--- src/rtl/phy_init_seq.sv ---
// Brings an MDIO-attached PHY out of reset: soft reset, advertisement, autonegotiation,
// then keeps link_up current by polling the status register.
`timescale 1ns/1ps
module phy_init_seq #(
  parameter logic [4:0]  PHY_ADDR    = 5'd1,
  parameter logic [23:0] PWR_WAIT    = 24'd125000,
  parameter logic [23:0] POLL_GAP    = 24'd12500,
  parameter logic [7:0]  MAX_POLLS   = 8'd200,
  parameter logic [15:0] ADV_ABILITY = 16'h01E1
) (
  input  logic        clk,
  input  logic        rst_n,
  output logic        cmd_valid,
  input  logic        cmd_ready,
  output logic        cmd_write,
  output logic [4:0]  cmd_phy_addr,
  output logic [4:0]  cmd_reg_addr,
  output logic [15:0] cmd_wdata,
  input  logic        rsp_valid,
  input  logic [15:0] rsp_rdata,
  output logic        init_done,
  output logic        link_up,
  output logic        fault
);

  typedef enum logic [2:0] {
    ST_PWR_WAIT,
    ST_SRST_WR,
    ST_SRST_POLL,
    ST_ADV_WR,
    ST_AN_WR,
    ST_AN_POLL,
    ST_MONITOR,
    ST_FAULT
  } state_t;

  // PH_GAP is the idle countdown (power-up wait or poll spacing) before the next command.
  typedef enum logic [1:0] {
    PH_GAP,
    PH_ISSUE,
    PH_WAIT
  } phase_t;

  localparam logic [7:0]  POLL_LIMIT = (MAX_POLLS == 8'd0) ? 8'd1 : MAX_POLLS;
  localparam logic [4:0]  REG_BMCR   = 5'd0;
  localparam logic [4:0]  REG_BMSR   = 5'd1;
  localparam logic [4:0]  REG_ANAR   = 5'd4;
  localparam logic [15:0] BMCR_RESET = 16'h8000;
  localparam logic [15:0] BMCR_AN    = 16'h1200;

  state_t      state, state_n;
  phase_t      phase, phase_n;
  logic [23:0] timer, timer_n;
  logic [7:0]  poll_cnt, poll_n;
  logic        valid_n, write_n, done_n, link_n, fault_n;
  logic [4:0]  reg_n;
  logic [15:0] wdata_n;

  logic        issue;
  logic        issue_write;
  logic [4:0]  issue_reg;
  logic [15:0] issue_data;

  logic        srst_clear;
  logic        an_complete;
  logic        unused_rdata;

  assign cmd_phy_addr = PHY_ADDR;
  assign srst_clear   = ~rsp_rdata[15];
  assign an_complete  = rsp_rdata[5] & rsp_rdata[2];
  assign unused_rdata = ^{rsp_rdata[14:6], rsp_rdata[4:3], rsp_rdata[1:0]};

  always_ff @(posedge clk or negedge rst_n) begin
    if (!rst_n) begin
      state        <= ST_PWR_WAIT;
      phase        <= PH_GAP;
      timer        <= PWR_WAIT;
      poll_cnt     <= 8'd0;
      cmd_valid    <= 1'b0;
      cmd_write    <= 1'b0;
      cmd_reg_addr <= 5'd0;
      cmd_wdata    <= 16'h0000;
      init_done    <= 1'b0;
      link_up      <= 1'b0;
      fault        <= 1'b0;
    end else begin
      state        <= state_n;
      phase        <= phase_n;
      timer        <= timer_n;
      poll_cnt     <= poll_n;
      cmd_valid    <= valid_n;
      cmd_write    <= write_n;
      cmd_reg_addr <= reg_n;
      cmd_wdata    <= wdata_n;
      init_done    <= done_n;
      link_up      <= link_n;
      fault        <= fault_n;
    end
  end

  always_comb begin
    state_n     = state;
    phase_n     = phase;
    timer_n     = timer;
    poll_n      = poll_cnt;
    valid_n     = cmd_valid;
    write_n     = cmd_write;
    reg_n       = cmd_reg_addr;
    wdata_n     = cmd_wdata;
    done_n      = init_done;
    link_n      = link_up;
    fault_n     = fault;
    issue       = 1'b0;
    issue_write = 1'b0;
    issue_reg   = REG_BMCR;
    issue_data  = 16'h0000;

    unique case (phase)
      PH_GAP: begin
        if (state == ST_FAULT) begin
          timer_n = 24'd0;
        end else if (timer != 24'd0) begin
          timer_n = timer - 24'd1;
        end else if (state == ST_PWR_WAIT) begin
          state_n     = ST_SRST_WR;
          issue       = 1'b1;
          issue_write = 1'b1;
          issue_reg   = REG_BMCR;
          issue_data  = BMCR_RESET;
        end else begin
          issue     = 1'b1;
          issue_reg = (state == ST_SRST_POLL) ? REG_BMCR : REG_BMSR;
          if (state != ST_MONITOR) begin
            poll_n = poll_cnt + 8'd1;
          end
        end
      end

      PH_ISSUE: begin
        if (cmd_ready) begin
          valid_n = 1'b0;
          phase_n = PH_WAIT;
        end
      end

      PH_WAIT: begin
        if (rsp_valid) begin
          // Default follow-up is another gap; states that issue or fault override it.
          phase_n = PH_GAP;
          timer_n = POLL_GAP;
          unique case (state)
            ST_SRST_WR: begin
              state_n = ST_SRST_POLL;
              poll_n  = 8'd0;
            end
            ST_SRST_POLL: begin
              if (srst_clear) begin
                state_n     = ST_ADV_WR;
                issue       = 1'b1;
                issue_write = 1'b1;
                issue_reg   = REG_ANAR;
                issue_data  = ADV_ABILITY;
              end else if (poll_cnt >= POLL_LIMIT) begin
                state_n = ST_FAULT;
              end
            end
            ST_ADV_WR: begin
              state_n     = ST_AN_WR;
              issue       = 1'b1;
              issue_write = 1'b1;
              issue_reg   = REG_BMCR;
              issue_data  = BMCR_AN;
            end
            ST_AN_WR: begin
              state_n = ST_AN_POLL;
              poll_n  = 8'd0;
            end
            ST_AN_POLL: begin
              if (an_complete) begin
                state_n = ST_MONITOR;
                done_n  = 1'b1;
                link_n  = 1'b1;
              end else if (poll_cnt >= POLL_LIMIT) begin
                state_n = ST_FAULT;
              end
            end
            ST_MONITOR: begin
              link_n = rsp_rdata[2];
            end
            default: begin
              phase_n = phase;
              timer_n = timer;
            end
          endcase
        end
      end

      default: begin
        phase_n = PH_GAP;
      end
    endcase

    if (issue) begin
      phase_n = PH_ISSUE;
      valid_n = 1'b1;
      write_n = issue_write;
      reg_n   = issue_reg;
      wdata_n = issue_data;
    end

    if (state_n == ST_FAULT) begin
      phase_n = PH_GAP;
      valid_n = 1'b0;
      done_n  = 1'b0;
      link_n  = 1'b0;
      fault_n = 1'b1;
    end
  end

endmodule

--- config.mk ---
export PLATFORM = sky130hd
export DESIGN_NAME = phy_init_seq
export DESIGN_NICKNAME = d
export VERILOG_FILES = /design/src/rtl/phy_init_seq.sv
export SDC_FILE = /design/constraint.sdc
export NUM_CORES = 1
export LEC_CHECK = 0
export BUFFER_PORTS_ARGS = -buffer_cell sky130_fd_sc_hd__buf_2
export CAP_MARGIN = 10
export CORE_MARGIN = 4
export CORE_UTILIZATION = 27
export DETAILED_ROUTE_END_ITERATION = 12
export GPL_ROUTABILITY_DRIVEN = 0
export PLACE_DENSITY = 0.47
export SETUP_SLACK_MARGIN = 0.02
export SLEW_MARGIN = 20
export SYNTH_ARGS = -nofsm -noshare
export SYNTH_HDL_FRONTEND = slang
export SYNTH_SLANG_ARGS = --single-unit
export TNS_END_PERCENT = 5
--- constraint.sdc ---
create_clock -name clk -period 6.24 [get_ports clk]
set_input_delay 0.312 -clock clk [delete_from_list [all_inputs] [get_ports clk]]
set_output_delay 0.312 -clock clk [all_outputs]
set_load 0.01 [all_outputs]
==> impl_metrics.tcl, run 1 <==
set metrics [dict create \
    outcome "finished clean" \
    die_area_um2 12500 \
    grt_setup_unrepaired "false" \
    io-pin-count 51 \
    worst_setup_path_start_kind "register" \
    yosys.area.top_type_share_pct 34.5 \
    drive_above_1_share_pct 20.7 \
    syn-mean-instance-area_um2 9.29 \
    avgRoutedWirePerCell_um 13.9 \
    crit_path_end_kind "register" \
    global_route.overflow_total 0 \
    pwr_total_uw 524 \
    max-cap-violations 0 \
    hp-class "in -> async" \
    htreeDepth 2 \
    pd_cells_nw_per_um2 167 \
    most-common-layout-cells "40 x dfrtp_1, 37 x nor2_1, 22 x nand2_1" \
    finalHoldViolCount 0 \
    post_cts_hold_buffer_count 0 \
    remaining_drc_errors 0 \
    timing.setup.tns_ns 0 \
    num-fill-cells 1118 \
    final_critical_path_setup_slack_ns 2.92 \
    postLayoutCoreUtil_pct 30.2 \
    synth_edf_count 0 \
    crit_path_max_fanout 7 \
    routed_wirelength_um 6380 \
    drt_first_iter_violations 116 \
    root_buffer_master "clkbuf_8" \
    antenna_cells 0 \
    timing.final.max_slew_violations 0 \
    fmax_ghz 0.301 \
    synth_ff_type "dfrtp_1" \
    tightestPinTransition_ns 1.09 \
    critical_path_arrival_ns 3.51 \
    clkTransAtPathRegs_ns 0.09 \
    tritoncts "yes" \
    grt_first_pass_wirelength_um 10900 \
    period_share_pct 53.2 \
    synthesis.yosys.warnings 0 \
    synth_area_leader_cell "dfrtp_1" \
    floorplan.initialDensity_pct 28.0 \
    clock-skew-final_ns 0.00439 \
    fp.coreArea_um2 10400 \
    detailedRoute.firstPassIterationCount 4 \
    cellLeakagePower_uw 0.00137 \
    nNetsFinal 346 \
    timing.critical_path.slowest_stage_cell "o31ai_1" \
    synth_async_sr_flop_share_pct 100 \
    number_of_distinct_library_cells_after_synthesis 61 \
    port_buffers 21 \
    yosys_register_bits 47 \
    yosysSeqAreaShare_pct 40.9 \
    synthCells 312 \
    vias 2185 \
    detail-route-antenna-nets 0 \
    die_width_um 112 \
    critPathTopFamily "compound AO/OA/AOI/OAI gates" \
    die_height_um 112 \
    max_slew_margin_pct 26.8 \
    rows 37 \
    grt_pass1_vias 2092 \
    antenna_found_initial 0 \
    cts_num_sinks 47 \
    finalCriticalPeriod_ns 3.32 \
    grtUsageTotal_pct 10.8 \
    setup.worst_path.class "reg -> reg" \
    average_via_count_per_standard_cell 4.75 \
    num_cts_buffers 5 \
    clock_latency_ns 0.30 \
    mapped_area_um2 2900 \
    cts-root-to-sink-buffers 2 \
    timing.hold.ws_ns 0.0998 \
    layout_commonest_cell "dfrtp_1" \
    req_time_crit_path_ns 6.43 \
    slowest_cell_delay_on_critical_path_ns 0.95 \
    final-setup-viol-count 0 \
    cts_setup_buffers 0 \
    synth_area_leaders "dfrtp_1 35%, dfstp_2 6.3%, buf_4 5.4%, xnor2_1 5.1%, nor2_1 4.8%" \
    post_cts_resize_count 0 \
    power.ir.vdd_worst_v 0.000102 \
    place_hpwl_um 4460 \
    syn_to_final_growth_pct 7.94 \
    grt_start_max_net_pins 48 \
    critical_path_cell_list "inv_1 -> ha_1 -> nor3b_2 -> nand3_2 -> o31ai_1 -> buf_4 -> nand2_1 -> nand3_1 -> mux2_2" \
    worst-path-buf-inv 2 \
    place_ws_ns 2.91 \
]
[synthesized netlist by cell type (3+ instances only)]
cell	instances
dfrtp_1	40
nor2_1	37
nand2_1	22
buf_4	21
a21oi_1	18
xnor2_1	17
nand3_1	15
nor3_1	10
inv_1	8
o21ai_0	8
dfstp_2	7
clkbuf_1	6
a211oi_1	5
and2_1	5
nor3_2	5
a2111oi_2	4
a31oi_1	4
and3_1	4
buf_2	4
o31ai_1	4
a22o_1	3
ha_1	3
nand2b_1	3
nand3_2	3
o211ai_1	3
or2_2	3
or3_1	3
xor2_1	3
[layout make-up]
class / instances / area, um2 / share of cell area, %
Tap cell: 136 / 170 / 5.44
Multi-Input combinational cell: 237 / 1520 / 48.5
Sequential cell: 47 / 1180 / 37.9
Inverter: 8 / 30.0 / 0.960
Clock buffer: 8 / 100 / 3.20
Timing Repair Buffer: 24 / 128 / 4.08
[power by group]
part	switching (uW)	total (uW)	internal (uW)	leakage, uW
clock	104	205	101	0.0000515
sequential	0	305	305	0.000585
combinational	11.8	13.9	2.07	0.000736
[metrics by stage]
| stage | std cells | instance area [um2] |
|---|---|---|
| CTS | 460 | 3130 |
| global route | 460 | 3130 |
| floorplan | 326 | 2950 |
| detailed placement | 452 | 3030 |
| finish | 460 | 3130 |
| global placement | 452 | 3030 |
[path summary, 6_finish.rpt]
kind,startpoint,endpoint,slack (ns),depth (start not counted)
max,timer[0]$_DFFE_PN0P_,timer[23]$_DFFE_PN0P_,2.92,9
min,rst_n,timer[10]$_DFFE_PN0P_,0.1,2
max reg2reg,timer[0]$_DFFE_PN0P_,timer[23]$_DFFE_PN0P_,2.92,9
min reg2reg,fault$_DFFE_PN0P_,fault$_DFFE_PN0P_,0.47,1
max in group asynchronous,rst_n,poll_cnt[5]$_DFFE_PN0P_,5.72,2
min in group clk,cmd_ready,phase[1]$_DFFE_PN0P_,0.32,3
[logic make-up (layout without fill, tap and decap cells)]
group / Yosys count / in the layout / share of synthesized area, %
compound gates: 66 / 66 / 16.5
other cells: 2 / 16 / 0.259
flops: 47 / 47 / 40.9
buf+inv: 42 / 40 / 8.63
fa+ha+maj: 3 / 3 / 1.29
mux: 1 / 1 / 0.388
simple gates: 131 / 131 / 26.0
xor+xnor: 20 / 20 / 6.04
[flip-flops by register name (all words and copies together), names as in the netlist]
register	flops
state	3
fault	1
cmd_write	1
init_done	1
poll_cnt	8
phase	2
link_up	1
cmd_valid	1
timer	24
cmd_reg_addr	2
cmd_wdata	3
[per-layer routing]
layer	GRT usage, %	wire length (um)	up-vias
met3	2.45	246	7
met5	0	0	-
li1	-	-	1093
met4	3.81	99	0
met2	16.3	2870	48
met1	15.1	3160	1037
Note: power is estimated with default switching activity, not from simulation.
==> inputs of run 2 (changes only) <==
--- a/config.mk
+++ b/config.mk
@@ -11,7 +11,7 @@
 export CORE_UTILIZATION = 27
 export DETAILED_ROUTE_END_ITERATION = 12
 export GPL_ROUTABILITY_DRIVEN = 0
-export PLACE_DENSITY = 0.47
+export PLACE_DENSITY = 0.49
 export SETUP_SLACK_MARGIN = 0.02
 export SLEW_MARGIN = 20
 export SYNTH_ARGS = -nofsm -noshare
==> constraint.sdc (replaced) <==
create_clock -name clk -period 2.9 [get_ports clk]
set_input_delay 0.145 -clock clk [delete_from_list [all_inputs] [get_ports clk]]
set_output_delay 0.145 -clock clk [all_outputs]
set_load 0.01 [all_outputs]
==> impl_metrics.tcl, run 2 (synthesis gave the netlist of run 1 again) <==
set metrics [dict create \
    outcome "finished clean" \
    die_width_um 112 \
    cts-root-to-sink-buffers 2 \
    floorplan.initialDensity_pct 28.0 \
    port_buffers 21 \
    antenna_cells 0 \
    period_share_pct 86.8 \
    placedCellCount 454 \
    drive_above_1_share_pct 21.4 \
    fmax_ghz 0.397 \
    power.ir.vdd_worst_v 0.000146 \
    largest_reg_flops 24 \
    average_via_count_per_standard_cell 4.76 \
    tritoncts "yes" \
    cellLeakagePower_uw 0.00138 \
    reg.largest.list "timer (24), poll_cnt (8)" \
    die_height_um 112 \
    registers.top_by_ff_count "timer" \
    nNetsFinal 349 \
    detailedRoute.firstPassIterationCount 4 \
    io-pin-count 51 \
    num_cts_buffers 5 \
    finalCriticalPeriod_ns 2.52 \
    routed_wirelength_um 6490 \
    grt_setup_unrepaired "false" \
    max_slew_margin_pct 53.2 \
    most-common-layout-cells "40 x dfrtp_1, 37 x nor2_1, 22 x nand2_1" \
    detail-route-antenna-nets 0 \
    grt_pass1_vias 2145 \
    cts_setup_buffers 0 \
    grt_start_max_net_pins 47 \
    stdcell_count 463 \
    clkTransAtPathRegs_ns 0.09 \
    vias 2202 \
    req_time_crit_path_ns 3.08 \
    crit_path_end_kind "register" \
    antenna_found_initial 0 \
    setup.worst_path.class "reg -> reg" \
    final_critical_path_setup_slack_ns 0.383 \
    root_buffer_master "clkbuf_8" \
    timing.setup.tns_ns 0 \
    avgRoutedWirePerCell_um 14.0 \
    place_hpwl_um 4600 \
    critical_path_arrival_ns 2.70 \
    hp-class "in -> reg" \
    timing.hold.ws_ns 0.144 \
    max-cap-violations 0 \
    place_ws_ns 0.381 \
    syn_to_final_growth_pct 8.33 \
    grt_first_pass_wirelength_um 11000 \
    htreeDepth 2 \
    grtUsageTotal_pct 10.7 \
    tightestPinTransition_ns 0.703 \
    global_route.overflow_total 0 \
    rows 37 \
    worst_r2r_setup_slack_ns 0.38 \
    pd_cells_nw_per_um2 344 \
    fp.coreArea_um2 10400 \
    cts_num_sinks 47 \
    die_area_um2 12500 \
    postLayoutCoreUtil_pct 30.3 \
    remaining_drc_errors 0 \
    final-setup-viol-count 0 \
    post_cts_resize_count 0 \
    crit_path_max_fanout 14 \
    clock_latency_ns 0.30 \
    drt_first_iter_violations 111 \
    layout_commonest_cell "dfrtp_1" \
    timing.final.max_slew_violations 0 \
    worst_setup_path_start_kind "register" \
    finalHoldViolCount 0 \
    clock-skew-final_ns 0.0110 \
]
==> run 2: routing by layer <==
layer	up-vias	track usage [%]	routed length [um]
met4	0	2.92	83
met2	33	16.7	3030
met1	1065	14.8	3210
met5	-	0	0
met3	5	2.28	164
li1	1099	-	-
==> run 2: final cells by class <==
cell class                      instances  area, um2
Clock inverter                          3       15.0
Clock buffer                            5       68.8
Inverter                                8       30.0
Fill cell                            1120       7230
Sequential cell                        47       1180
Tap cell                              136        170
Multi-Input combinational cell        237       1520
Timing Repair Buffer                   27        155
==> run 2: metrics by stage <==
| step | instance area (um2) | total power (uW) |
|---|---|---|
| floorplan | 2950 | 694 |
| global placement | 3040 | 699 |
| detailed placement | 3040 | 699 |
| CTS | 3130 | 1100 |
| global route | 3140 | 1130 |
| finish | 3140 | 1080 |
==> run 2: repair_timing <==
action | in CTS | in global routing
endpoints found under the setup margin | 0 | 0
hold buffers | 0 | 1
endpoints found under the hold margin | 0 | 40
==> run 2: power breakdown <==
part,leakage (uW),switching [uW],internal [uW],total (uW)
clock,0.0000477,228,166,393
combinational,0.000750,25.8,5.71,31.6
sequential,0.000585,0,655,655
total,0.00138,253,827,1080
==> run 2: final timing paths <==
path / start / to / cells after the start
max reg2reg: timer[0]$_DFFE_PN0P_ / poll_cnt[7]$_DFFE_PN0P_ / 8
min: cmd_ready / phase[1]$_DFFE_PN0P_ / 3
min in group asynchronous: rst_n / link_up$_DFFE_PN0P_ / 2
max: timer[0]$_DFFE_PN0P_ / poll_cnt[7]$_DFFE_PN0P_ / 8
max in group asynchronous: rst_n / timer[11]$_DFFE_PN1P_ / 3
min reg2reg: fault$_DFFE_PN0P_ / fault$_DFFE_PN0P_ / 1
==> run 2: critical path, stage by stage (launching register included) <==
cell and delay, ns:
dfrtp_1 0.44, inv_1 0.08, ha_1 0.21, nor3b_2 0.32
nand3_2 0.22, o31a_1 0.56, nor4b_2 0.37, xnor2_1 0.16
nor2_1 0.05
